**src/rtl/dmem_arbiter.sv**
```systemverilog
// Purpose : shares the single-port data memory between the CPU MEM stage (priority) and a debug/loader port.
// Latency : CPU read data is combinational (zero cycles); DBG read data is registered, valid one cycle after accept.
// Backpr. : CPU stalls only during a forced DBG grant; DBG is held off with dbg_ready=0 while the CPU owns memory.
//
// Optional feature: define DMEM_ARB_STARVE_GUARD_EN to build the starvation guard (wait counter + ARB_FORCE).
//   Without it the CPU has strict priority and DBG may wait indefinitely.
//
// Ports:
//   clk, reset                          clock, asynchronous active-low reset
//   cpu_req/we/addr/wdata -> cpu_rdata  MEM stage access, cpu_stall holds the pipeline
//   dbg_valid/we/addr/wdata, dbg_ready  DBG valid/ready request channel
//   dbg_rdata, dbg_rvalid               registered DBG read return (one-cycle pulse)
//   mem_we/addr/wdata, mem_rdata        single-port data memory interface
module dmem_arbiter #(
    parameter int DATA_WIDTH   = 32,
    parameter int ADDR_WIDTH   = 32,
    parameter int STARVE_LIMIT = 8
) (
    input  logic                  clk,
    input  logic                  reset,
    input  logic                  cpu_req,
    input  logic                  cpu_we,
    input  logic [ADDR_WIDTH-1:0] cpu_addr,
    input  logic [DATA_WIDTH-1:0] cpu_wdata,
    output logic [DATA_WIDTH-1:0] cpu_rdata,
    output logic                  cpu_stall,
    input  logic                  dbg_valid,
    input  logic                  dbg_we,
    input  logic [ADDR_WIDTH-1:0] dbg_addr,
    input  logic [DATA_WIDTH-1:0] dbg_wdata,
    output logic                  dbg_ready,
    output logic [DATA_WIDTH-1:0] dbg_rdata,
    output logic                  dbg_rvalid,
    output logic                  mem_we,
    output logic [ADDR_WIDTH-1:0] mem_addr,
    output logic [DATA_WIDTH-1:0] mem_wdata,
    input  logic [DATA_WIDTH-1:0] mem_rdata
);

    // The wait counter is 8 bits wide, which bounds the usable limit.
    if (STARVE_LIMIT < 1 || STARVE_LIMIT > 255) begin : g_bad_limit
        $error("dmem_arbiter: STARVE_LIMIT must be in 1..255");
    end

    // High while the one-cycle forced DBG grant is in effect.
    logic in_force;

`ifdef DMEM_ARB_STARVE_GUARD_EN
    localparam logic [7:0] LIMIT = 8'(STARVE_LIMIT);

    typedef enum logic {
        ARB_CPU   = 1'b0,
        ARB_FORCE = 1'b1
    } arb_state_t;

    arb_state_t state, state_nxt;
    logic [7:0] wait_cnt, wait_cnt_nxt;

    // Counts cycles a valid DBG request is refused; any accept or an idle DBG clears it.
    always_comb begin
        wait_cnt_nxt = 8'd0;
        if (dbg_valid && !dbg_ready) begin
            wait_cnt_nxt = (wait_cnt == LIMIT) ? wait_cnt : wait_cnt + 8'd1;
        end
    end

    always_ff @(posedge clk or negedge reset) begin
        if (!reset) begin
            wait_cnt <= 8'd0;
        end else begin
            wait_cnt <= wait_cnt_nxt;
        end
    end

    // State register
    always_ff @(posedge clk or negedge reset) begin
        if (!reset) begin
            state <= ARB_CPU;
        end else begin
            state <= state_nxt;
        end
    end

    // Next state: the edge at which the count reaches the limit moves us into the
    // forced grant, so after LIMIT refused cycles the next cycle belongs to DBG.
    // ARB_FORCE always lasts exactly one cycle.
    always_comb begin
        state_nxt = ARB_CPU;
        if (state == ARB_CPU && dbg_valid && wait_cnt_nxt == LIMIT) begin
            state_nxt = ARB_FORCE;
        end
    end

    assign in_force = (state == ARB_FORCE);
`else
    assign in_force = 1'b0;
`endif

    // Output logic: ownership, handshakes and memory drive.
    logic cpu_own;
    logic dbg_own;

    always_comb begin
        cpu_own   = 1'b0;
        dbg_own   = 1'b0;
        cpu_stall = 1'b0;
        dbg_ready = 1'b0;
        if (in_force) begin
            dbg_own   = 1'b1;
            dbg_ready = 1'b1;
            cpu_stall = cpu_req;
        end else if (cpu_req) begin
            cpu_own = 1'b1;
        end else if (dbg_valid) begin
            dbg_own   = 1'b1;
            dbg_ready = 1'b1;
        end
    end

    always_comb begin
        mem_we    = 1'b0;
        mem_addr  = cpu_addr;
        mem_wdata = cpu_wdata;
        if (dbg_own) begin
            // Gate with dbg_valid so a forced grant never writes on an empty request.
            mem_we    = dbg_we & dbg_valid;
            mem_addr  = dbg_addr;
            mem_wdata = dbg_wdata;
        end else if (cpu_own) begin
            mem_we = cpu_we;
        end
    end

    assign cpu_rdata = mem_rdata;

    // DBG read return: capture memory data on an accepted read, pulse rvalid for one cycle.
    logic dbg_rd_acc;
    assign dbg_rd_acc = dbg_valid & dbg_ready & ~dbg_we;

    always_ff @(posedge clk or negedge reset) begin
        if (!reset) begin
            dbg_rdata  <= '0;
            dbg_rvalid <= 1'b0;
        end else begin
            dbg_rvalid <= dbg_rd_acc;
            if (dbg_rd_acc) begin
                dbg_rdata <= mem_rdata;
            end
        end
    end

endmodule

```
**config.mk**
```make
export PLATFORM = sky130hd
export DESIGN_NAME = dmem_arbiter
export DESIGN_NICKNAME = d
export VERILOG_FILES = /design/src/rtl/dmem_arbiter.sv
export SDC_FILE = /design/constraint.sdc
export NUM_CORES = 1
export LEC_CHECK = 0
export BUFFER_PORTS_ARGS = -buffer_cell sky130_fd_sc_hd__clkbuf_2
export CORE_AREA = 2 2 114 116
export CTS_CLUSTER_DIAMETER = 60
export DETAILED_ROUTE_END_ITERATION = 6
export DIE_AREA = 0 0 116 118
export PLACE_DENSITY = 0.64
export SYNTH_ARGS = -nofsm -noshare
export SYNTH_HDL_FRONTEND = slang
export SYNTH_SLANG_ARGS = --single-unit
```
**constraint.sdc**
```tcl
create_clock -name clk -period 1.7 [get_ports clk]
set_clock_uncertainty 0.2 [all_clocks]
set_input_delay 0.34 -clock clk [delete_from_list [all_inputs] [get_ports clk]]
set_output_delay 0.34 -clock clk [all_outputs]
set_load 0.01 [all_outputs]
```
* After elaboration in Yosys (flattened, before gate mapping) *
Cells that the tools add are included.

operators by class
  bitwise operators = 4
  mux-type cells = 7

operators with widths
  cell         number
  $mux 32      2
  $mux 1       5
  $and 1x1->1  3
  $not 1->1    1

storage, ports and cells
  output and inout bits = 132
  register bits = 33
  input port bits = 166
  word-level logic and storage cells = 13

* Logic depth before layout (Yosys ltp) *
  depth in word-level cells = 4
  mapped depth = 5
  gate-level depth less buffers = 3

* Worst setup path before layout *
No wires, ideal clock.

  kind = in2out
  from = input cpu_req
  to = output mem_addr[0]
  slack = 0.067 ns
  data required time = 1.160 ns
  buffers on the path = 2
  stages on the path = 4
  arrival = 1.093 ns
  cells stage by stage = nand2b_1 -> buf_6 -> buf_6 -> mux2_2

between the ends
  cells in the longest elaborated chain, start to end = 2

RTL lines
  what                line  text
  start: declaration  21    input logic cpu_req,
  $mux 1              112   end else if (cpu_req) begin
  $mux 32             124   if (dbg_own) begin
  end: declaration    35    output logic [ADDR_WIDTH-1:0] mem_addr,

Every way passes these cells.

* Worst setup path after layout *
  from = input cpu_req
  to = output mem_wdata[22]

between the ends
  cells in the longest elaborated chain, start to end = 2

RTL lines
  what              line  text
  $mux 1            112
  $mux 32           124
  end: declaration  36    output logic [DATA_WIDTH-1:0] mem_wdata,

Every way passes these cells.

==> metrics.txt <==
mapped cell area between 2000 and 2500 sq um; # DRC 0; final wirelength about 8900 microns; status complete, but fails checks; Max stage delay on crit path 0.31 ns; clock sink count 33; Max Clk Rate ~0.53 GHz; Leakage between 2 and 2.5 nW; Vias approximately 2,400; GPL Wtd Cong 0.795; Worst Hold Class in -> reg; DP Cell Count around 600; Core Region 12,400 sq um; Overall Global Routing Usage a little under an eighth; routed len/inst 14.4 microns; Yosys reg bits 33; DR pass1 iterations 4; post-route cell area 4180 sq um; ANT nets after route 0; Pwr per Cell Area 723 nW/um^2; fin cells just over 600; initial antenna violation count 0; clock-pin slew on the worst setup and hold paths 0.05 ns; num ports ~300; CTS H-Tree Depth 2; launch point of the worst path cpu_req; Final Hold Viols 0; clock latency on the worst-skew pair between 0.2 and 0.3 ns; Slew Viols, Final 0; most frequent cells in the layout clkbuf_2 (280), mux2_2 (64), dfrtp_1 (33), mux2_4 (31), buf_6 (16); sequential area share after synthesis between 30 and 40%; grt ovf 0; critical-path cell list buf_6 > nand2b_4 > buf_12 > buf_16 > mux2_4 > buf_6; worst reg2reg path startpoint dbg_rdata[15]; CP top delay family buffers and inverters; vias per cell ~3.9; die area around 14,000 sq um; first-pass GRT wire length ~13,000 microns; die width 116 microns; worst-path fanout max 8; worst hold path startpoint mem_rdata[27]; worst vdd ir between 300 and 400 uV; most used cell, CP buf_6; CTS root buf clkbuf_16; PortBufs about 300; Buf/Inv on CP 4; Setup Viol. Count Final between 60 and 70; Detailed Route Iter0 Violations between 60 and 70; Max Cap Violations 0; diode count 0; Synth cell types 11; crit path kind in -> out; Syn Inst Count ~180; Period Utilization, post-route 111%; Rows 41; Warnings, synthesis 0; startpoint types primary input; largest net degree at the start of global routing 34; CP max stage cell mux2_4; Longest Clk Path Bufs 2; vias in the first global route approximately 2,500; P&R area growth vs syn 81.4%; Worst Path Required between 1 and 1.5 ns; Net Count, Synth 343; commonest non-fill, non-tap cell in the layout clkbuf_2; total CTS buffers 5; failing checks negative setup slack; Post-DP HPWL roughly 7200 microns; RSZ-0062 raised after global routing yes; post-route setup slack -0.194 ns; Initial Util a little under a fifth; CTS tree done; Die Y between 100 and 150 microns; layout cells sized above 1 91.3%; Worst setup EP type output port; # nets final between 600 and 700; Final Critical Period around 1.9 ns; WP data arrival 1.35 ns; synthesized area per cell around 13 sq um; DP Area 3700 sq um
[cells in the mapped netlist (all sizes together)]
cell type | number | area (sq um)
dfrtp | 33 | 826
conb | 1 | 3.75
inv | 1 | 3.75
nor3b | 1 | 18.8
a22o | 1 | 8.76
buf | 43 | 354
mux2 | 96 | 1080
nand2b | 1 | 6.26
[registers in the layout, summed over array words and instances, names as in the netlist]
| signal | flops |
|---|---|
| dbg_rdata | 32 |
| dbg_rvalid | 1 |
[routing by layer]
layer  part of all wire, %  up-vias  global-route usage, %
li1                      -     1143                      -
met1                    35     1164                   12.9
met2                    57      125                   22.7
met3                   7.4        6                   3.50
met4                  0.79        0                   2.31
met5                     0        -                      0
[repair_timing]
action | 4_1_cts | 5_1_grt
pin swaps | 0 | 0
resized for setup | 27 | 39
endpoints found under the setup margin | 65 | 65
cloned | 3 | 0
hold buffers | 1 | 0
hold endpoints to repair | 33 | 0
buffers inserted | 1 | 0
[kinds of logic after synthesis]
| family | Yosys count | synth area share, % |
|---|---|---|
| multiplexers | 96 | 47.0 |
| buffers and inverters | 44 | 15.5 |
| flip-flops | 33 | 35.9 |
| AND/OR/NAND/NOR | 2 | 1.09 |
| AO/OA/AOI/OAI | 1 | 0.381 |
| other | 1 | 0.163 |
[final timing paths]
path / end / slack (ns) / cells past startpoint
worst max-delay path: mem_wdata[22] / -0.19 / 6
worst min-delay path: dbg_rdata[27] / 0.11 / 2
worst max register to register: dbg_rdata[15] / 0.74 / 1
worst min register to register: dbg_rdata[27] / 0.29 / 1
max in group asynchronous: dbg_rdata[28] / 0.54 / 3
min in group asynchronous: dbg_rdata[3] / 0.45 / 3
[where the power goes]
group,total [mW],internal (mW),switching (mW)
clock network,0.855,0.537,0.318
registers,1.00,0.932,0.0718
logic,1.16,0.657,0.501
[per-stage QoR]
stage | setup TNS, ns | setup WS, ns | hold slack (ns) | util [%] | power (mW)
floorplan | 0 | 0.0667 | -0.156 | - | 1.56
global placement | -13.35 | -0.278 | 0.188 | 29.8 | 2.04
detailed placement | -15.30 | -0.291 | 0.196 | 29.8 | 2.07
CTS | -10.82 | -0.210 | 0.108 | 32.6 | 3.02
global route | -12.05 | -0.231 | 0.113 | 33.6 | 3.20
finish | -9.22 | -0.194 | 0.113 | 33.6 | 3.02
[final cells by class]
cell class              instances  area, sq um
clock buffers                   6          129
clock inverters                 2         10.0
fillers                      1290         8240
inverters                       1         3.75
multi-input cells             100         1240
flip-flops and latches         33          826
well taps                     172          215
repair buffers                305         1750
No activity file was read; power rests on OpenSTA's default activity.
